### src/rtl/wb_rr_arbiter.sv
// wb_rr_arbiter: shares one Wishbone slave among NUM_MASTERS masters with fixed or round-robin
// arbitration, locked ownership for block cycles, and a stall watchdog that answers a hung slave with err.
module wb_rr_arbiter #(
  parameter int NUM_MASTERS = 2,
  parameter int AW          = 32,
  parameter int DW          = 32,
  parameter int RR_MODE     = 1,
  parameter int TIMEOUT     = 255
) (
  input  logic                        wb_clk_i,
  input  logic                        wb_rst_i,
  input  logic [NUM_MASTERS-1:0]      m_cyc_i,
  input  logic [NUM_MASTERS-1:0]      m_stb_i,
  input  logic [NUM_MASTERS-1:0]      m_we_i,
  input  logic [NUM_MASTERS*DW/8-1:0] m_sel_i,
  input  logic [NUM_MASTERS*AW-1:0]   m_adr_i,
  input  logic [NUM_MASTERS*DW-1:0]   m_dat_i,
  output logic [NUM_MASTERS-1:0]      m_ack_o,
  output logic [NUM_MASTERS-1:0]      m_err_o,
  output logic [DW-1:0]               m_dat_o,
  output logic                        s_cyc_o,
  output logic                        s_stb_o,
  output logic                        s_we_o,
  output logic [DW/8-1:0]             s_sel_o,
  output logic [AW-1:0]               s_adr_o,
  output logic [DW-1:0]               s_dat_o,
  input  logic                        s_ack_i,
  input  logic                        s_err_i,
  input  logic [DW-1:0]               s_dat_i,
  output logic [NUM_MASTERS-1:0]      grant_o,
  output logic                        busy_o
);
  localparam int SW = DW / 8;
  localparam int IW = NUM_MASTERS > 1 ? $clog2(NUM_MASTERS) : 1;
  typedef enum logic [1:0] {IDLE, GRANT, ERR} state_t;
  state_t                 state_q, state_d;
  logic [NUM_MASTERS-1:0] grant_q, grant_d;
  logic [IW-1:0]          idx_q, idx_d, rr_ptr_q, rr_ptr_d, win;
  logic [15:0]            stall_cnt_q, stall_cnt_d;
  logic                   in_grant, g_cyc, stall, timeout;
  int                     gi;

  // First requester at or after base, wrapping at NUM_MASTERS.
  function automatic logic [IW-1:0] pick(input logic [NUM_MASTERS-1:0] req, input int base);
    logic [IW-1:0] w;
    int j;
    w = '0;
    for (int k = NUM_MASTERS - 1; k >= 0; k--) begin
      j = base + k;
      if (j >= NUM_MASTERS) j -= NUM_MASTERS;
      if (req[j]) w = IW'(j);
    end
    return w;
  endfunction

  assign win      = pick(m_cyc_i, RR_MODE != 0 ? int'(rr_ptr_q) : 0);
  assign gi       = int'(idx_q);
  assign in_grant = state_q == GRANT;
  assign g_cyc    = m_cyc_i[gi];
  assign s_cyc_o  = in_grant && g_cyc;
  assign s_stb_o  = in_grant && m_stb_i[gi];
  assign s_we_o   = in_grant && m_we_i[gi];
  assign s_sel_o  = m_sel_i[gi*SW +: SW];
  assign s_adr_o  = m_adr_i[gi*AW +: AW];
  assign s_dat_o  = m_dat_i[gi*DW +: DW];
  assign m_dat_o  = s_dat_i;
  assign m_ack_o  = (in_grant && s_ack_i) ? grant_q : '0;
  assign m_err_o  = (state_q == ERR || (in_grant && s_err_i)) ? grant_q : '0;
  assign grant_o  = grant_q;
  assign busy_o   = state_q != IDLE;
  assign stall    = s_stb_o && !s_ack_i && !s_err_i;
  assign timeout  = TIMEOUT != 0 && stall && stall_cnt_q == 16'(TIMEOUT - 1);

  always_comb begin
    state_d     = state_q;
    grant_d     = grant_q;
    idx_d       = idx_q;
    rr_ptr_d    = rr_ptr_q;
    stall_cnt_d = stall ? (stall_cnt_q == '1 ? stall_cnt_q : stall_cnt_q + 16'd1) : '0;
    if (state_q == IDLE && |m_cyc_i) begin
      state_d  = GRANT;
      grant_d  = NUM_MASTERS'(1) << win;
      idx_d    = win;
      rr_ptr_d = win == IW'(NUM_MASTERS - 1) ? '0 : win + 1'b1;
    end else if (in_grant && !g_cyc) begin
      state_d = IDLE;
      grant_d = '0;
    end else if (in_grant && timeout) begin
      state_d = ERR;
    end else if (state_q == ERR) begin
      state_d = IDLE;
      grant_d = '0;
    end
  end

  always_ff @(posedge wb_clk_i) begin
    if (wb_rst_i) begin
      state_q     <= IDLE;
      grant_q     <= '0;
      idx_q       <= '0;
      rr_ptr_q    <= '0;
      stall_cnt_q <= '0;
    end else begin
      state_q     <= state_d;
      grant_q     <= grant_d;
      idx_q       <= idx_d;
      rr_ptr_q    <= rr_ptr_d;
      stall_cnt_q <= stall_cnt_d;
    end
  end
endmodule
### config.mk
export PLATFORM = sky130hd
export DESIGN_NAME = wb_rr_arbiter
export DESIGN_NICKNAME = d
export VERILOG_FILES = /design/src/rtl/wb_rr_arbiter.sv
export SDC_FILE = /design/constraint.sdc
export NUM_CORES = 1
export LEC_CHECK = 0
export CORE_AREA = 3 3 110 112
export CTS_CLUSTER_SIZE = 40
export DETAILED_ROUTE_END_ITERATION = 8
export DIE_AREA = 0 0 113 115
export PLACE_DENSITY = 0.77
export SYNTH_ARGS = -nofsm -noshare
export SYNTH_HDL_FRONTEND = slang
export SYNTH_SLANG_ARGS = --single-unit
export TNS_END_PERCENT = 20
### constraint.sdc
create_clock -name wb_clk_i -period 2.05 [get_ports wb_clk_i]
set_input_delay 0.205 -clock wb_clk_i [delete_from_list [all_inputs] [get_ports wb_clk_i]]
set_output_delay 0.205 -clock wb_clk_i [all_outputs]
set_load 0.05 [all_outputs]
==> impl_metrics.csv <==
group,metric,value,unit
run_status,status,"completed",
detailed_routing,drtIter0Drc,119,
detailed_routing,topRoutingLayerUsed,"met4",
clocking,cts_buffers,3,
power,leakage,1.73,nW
finish,antenna_cells,0,
clocking,cts.hold.buffers_added,0,
clocking,cts_sinks,22,
detailed_routing,routed-wl-met2,5.12,mm
synthesis,synth_seq_cells,22,
detailed_routing,wl_per_cell,17.6,um
sta,rsz0062_at_grt,"no",
finish,drive_gt1_share,37.6,%
place,dp_cells,591,
finish,final_cell_count_no_fill,595,
worst_setup_path,slowest_delay,820,ps
detailed_routing,firstDrtPassIters,4,
clocking,htreeDepth,1,
detailed_routing,route.vias.total,2727,
synthesis,ys_top_cells_by_count,"mux2_2, buf_4, dfxtp_1",
global_routing,grt_pass1_vias,2685,
run,cap_violations,0,
sta,worst_slack,174,ps
synthesis,yosys.area.top_type_share,32.4,%
synthesis,yosysWarnings,0,
synthesis,yosys.area.top_type,"mux2_2",
worst_setup_path,regToRegSetupSlack,210,ps
detailed_routing,wl_met1,4.37,mm
power,ir_worst_vdd,0.000333,V
finish,fillCellCount,1118,
place,dpl_cell_area,4410,um^2
sta,worstMarginPinSlew,588,ps
die,core_area,11300,um^2
place,gp_congestion,0.879,
global_routing,antenna_found_initial,0,
finish,nNetsFinal,633,
die,io_pins,288,
detailed_routing,drc,0,
sta,tns,0,ps
die,rows,39,
clocking,clk_path_buf_depth,2,
synthesis,synth_edf_count,0,
power,p_int,1.38,mW
die,die_h,115,um
clocking,clk_root_buffer_cell,"clkbuf_16",
worst_setup_path,cp_slowest_cell,"clkdlybuf4s50_1",
detailed_routing,via_per_inst,4.58,
synthesis,syn_nets,444,
synthesis,synth_ff_type,"dfxtp_1",
sta,setup_viol,0,
clocking,clk_latency,260,ps
worst_setup_path,cp_max_fo,6,
hold_path,hold_class,"in -> out",
clocking,cts_tree,"done",
sta,period_needed,1880,ps
global_routing,grt_pass1_wl,15.2,mm
power,p_clk_share,24.9,%
global_routing,grtUsageTotal,14.6,%
power,power_frac_seq,20.1,%
place,dp_hpwl,8.93,mm
detailed_routing,met3_wirelength,964,um
sta,period_share,91.5,%
power,combPwrFrac,55.0,%
synthesis,synth_most_common_cell,"mux2_2",
power,power.total,2.24,mW
place,io_buffers,223,
power,switchingPower,862,uW
detailed_routing,ant_nets,0,
synthesis,async_flop_share,0,%
clocking,cts-resized-gates,0,
die,start_util,20.8,%
place,pre_cts_ws,267,ps
sta,timing.slew.headroom,60.8,%
global_routing,grt_max_degree,51,
synthesis,syn_inst,264,
finish,utilization,39.9,%
worst_setup_path,crit_path_end_kind,"output pin",
sta,report.final.hold_viol_count,0,
clocking,clk_pin_slew,60,ps
worst_setup_path,cp-start-kind,"flip-flop",
power,swShare,38.5,%
finish,final_area,4510,um^2
finish,syn2layout_area_growth,91.2,%
synthesis,netlist_area,2360,um^2
global_routing,grt_overflow,0,
synthesis,synth.distinct_cells,43,
power,power_density,496,nW/um^2
synthesis,synth-seq-area-share,18.7,%
worst_setup_path,worstPathRequired,1850,ps
synthesis,synthTopCellsByArea,"mux2_2, dfxtp_1, buf_4",
sta,holdWs,410,ps
detailed_routing,routed_wl,10.5,mm
synthesis,syn_area_per_cell,8.94,um^2
sta,slew_violations,0,
worst_setup_path,cp.arrival,1670,ps
worst_setup_path,path_cells,"nor2_1 > inv_1 > clkdlybuf4s50_1",
sta,finClkSkew,2.38,ps
die,die_w,113,um
die,fp.dieArea,13000,um^2
sta,fmax,533,MHz
worst_setup_path,setup.worst_path.class,"reg -> out",
clocking,cts_setup_buffers,0,
critical path: cells and delay by family (launching register included):
family / cells / cell delay (ps)
DFF: 1 / 420
and+or+nand+nor: 1 / 110
buffers and inverters: 2 / 880
sequential cells by signal, summed over array words and instances (netlist names):
| name | cells |
|---|---|
| state_q | 2 |
| idx_q | 1 |
| stall_cnt_q | 16 |
| rr_ptr_q | 1 |
| grant_o | 2 |
worst paths after layout:
kind                                                endpoint  depth (start not counted)                        start
worst max-delay path                                  busy_o                          3      state_q[1]$_SDFFE_PP0P_
worst min-delay path                             m_dat_o[16]                          0                  s_dat_i[16]
worst max register to register  stall_cnt_q[10]$_SDFFE_PP0P_                          6  stall_cnt_q[1]$_SDFFE_PP0P_
worst min register to register   stall_cnt_q[8]$_SDFFE_PP0P_                          2  stall_cnt_q[8]$_SDFFE_PP0P_
layout by cell type (no fill, tap or decap), types with 3 or more instances in the layout:
cell             instances
a211oi_1                 4
a21oi_1                 11
a31oi_1                  3
and2_1                   4
and3_1                   6
buf_12                   7
buf_4                   76
clkbuf_16                3
clkdlybuf4s50_1        146
dfxtp_1                 21
inv_1                    4
mux2_2                  68
mux2i_1                 10
nand2_1                 19
nand2b_1                 9
nand3_1                  7
nor2_1                  11
nor3_1                   3
o21ai_0                  6
power by group through the flow:
stage,sequential (mW),clock [mW],combinational (mW)
2_1_floorplan,0.463,0,0.852
3_3_place_gp,0.459,0,1.23
3_5_place_dp,0.459,0,1.24
4_1_cts,0.449,0.566,1.24
5_1_grt,0.451,0.584,1.28
6_report,0.449,0.558,1.23
final cells by class:
class / count / area [um^2] / share of cell area (%)
inverter: 4 / 15.0 / 0.333
clock buffer: 3 / 75.1 / 1.66
timing repair buffer: 229 / 2170 / 48.1
sequential: 22 / 442 / 9.79
multi-input combinational: 193 / 1600 / 35.4
tap: 143 / 179 / 3.97
clock inverter: 1 / 30.0 / 0.666
routing by layer:
layer | global-route usage (%) | up-vias
met5 | 0 | -
met4 | 0.561 | 0
met3 | 4.95 | 4
met2 | 24.8 | 128
met1 | 19.1 | 1295
li1 | - | 1300
cell families after synthesis:
logic type	after synthesis	share of synthesized area [%]
AOI/OAI and AO/OA	37	10.6
adders and majority gates	2	1.06
buffers and inverters	49	13.6
DFF	22	18.7
muxes	78	36.7
and+or+nand+nor	76	19.4
(Power assumes the default switching activity.)
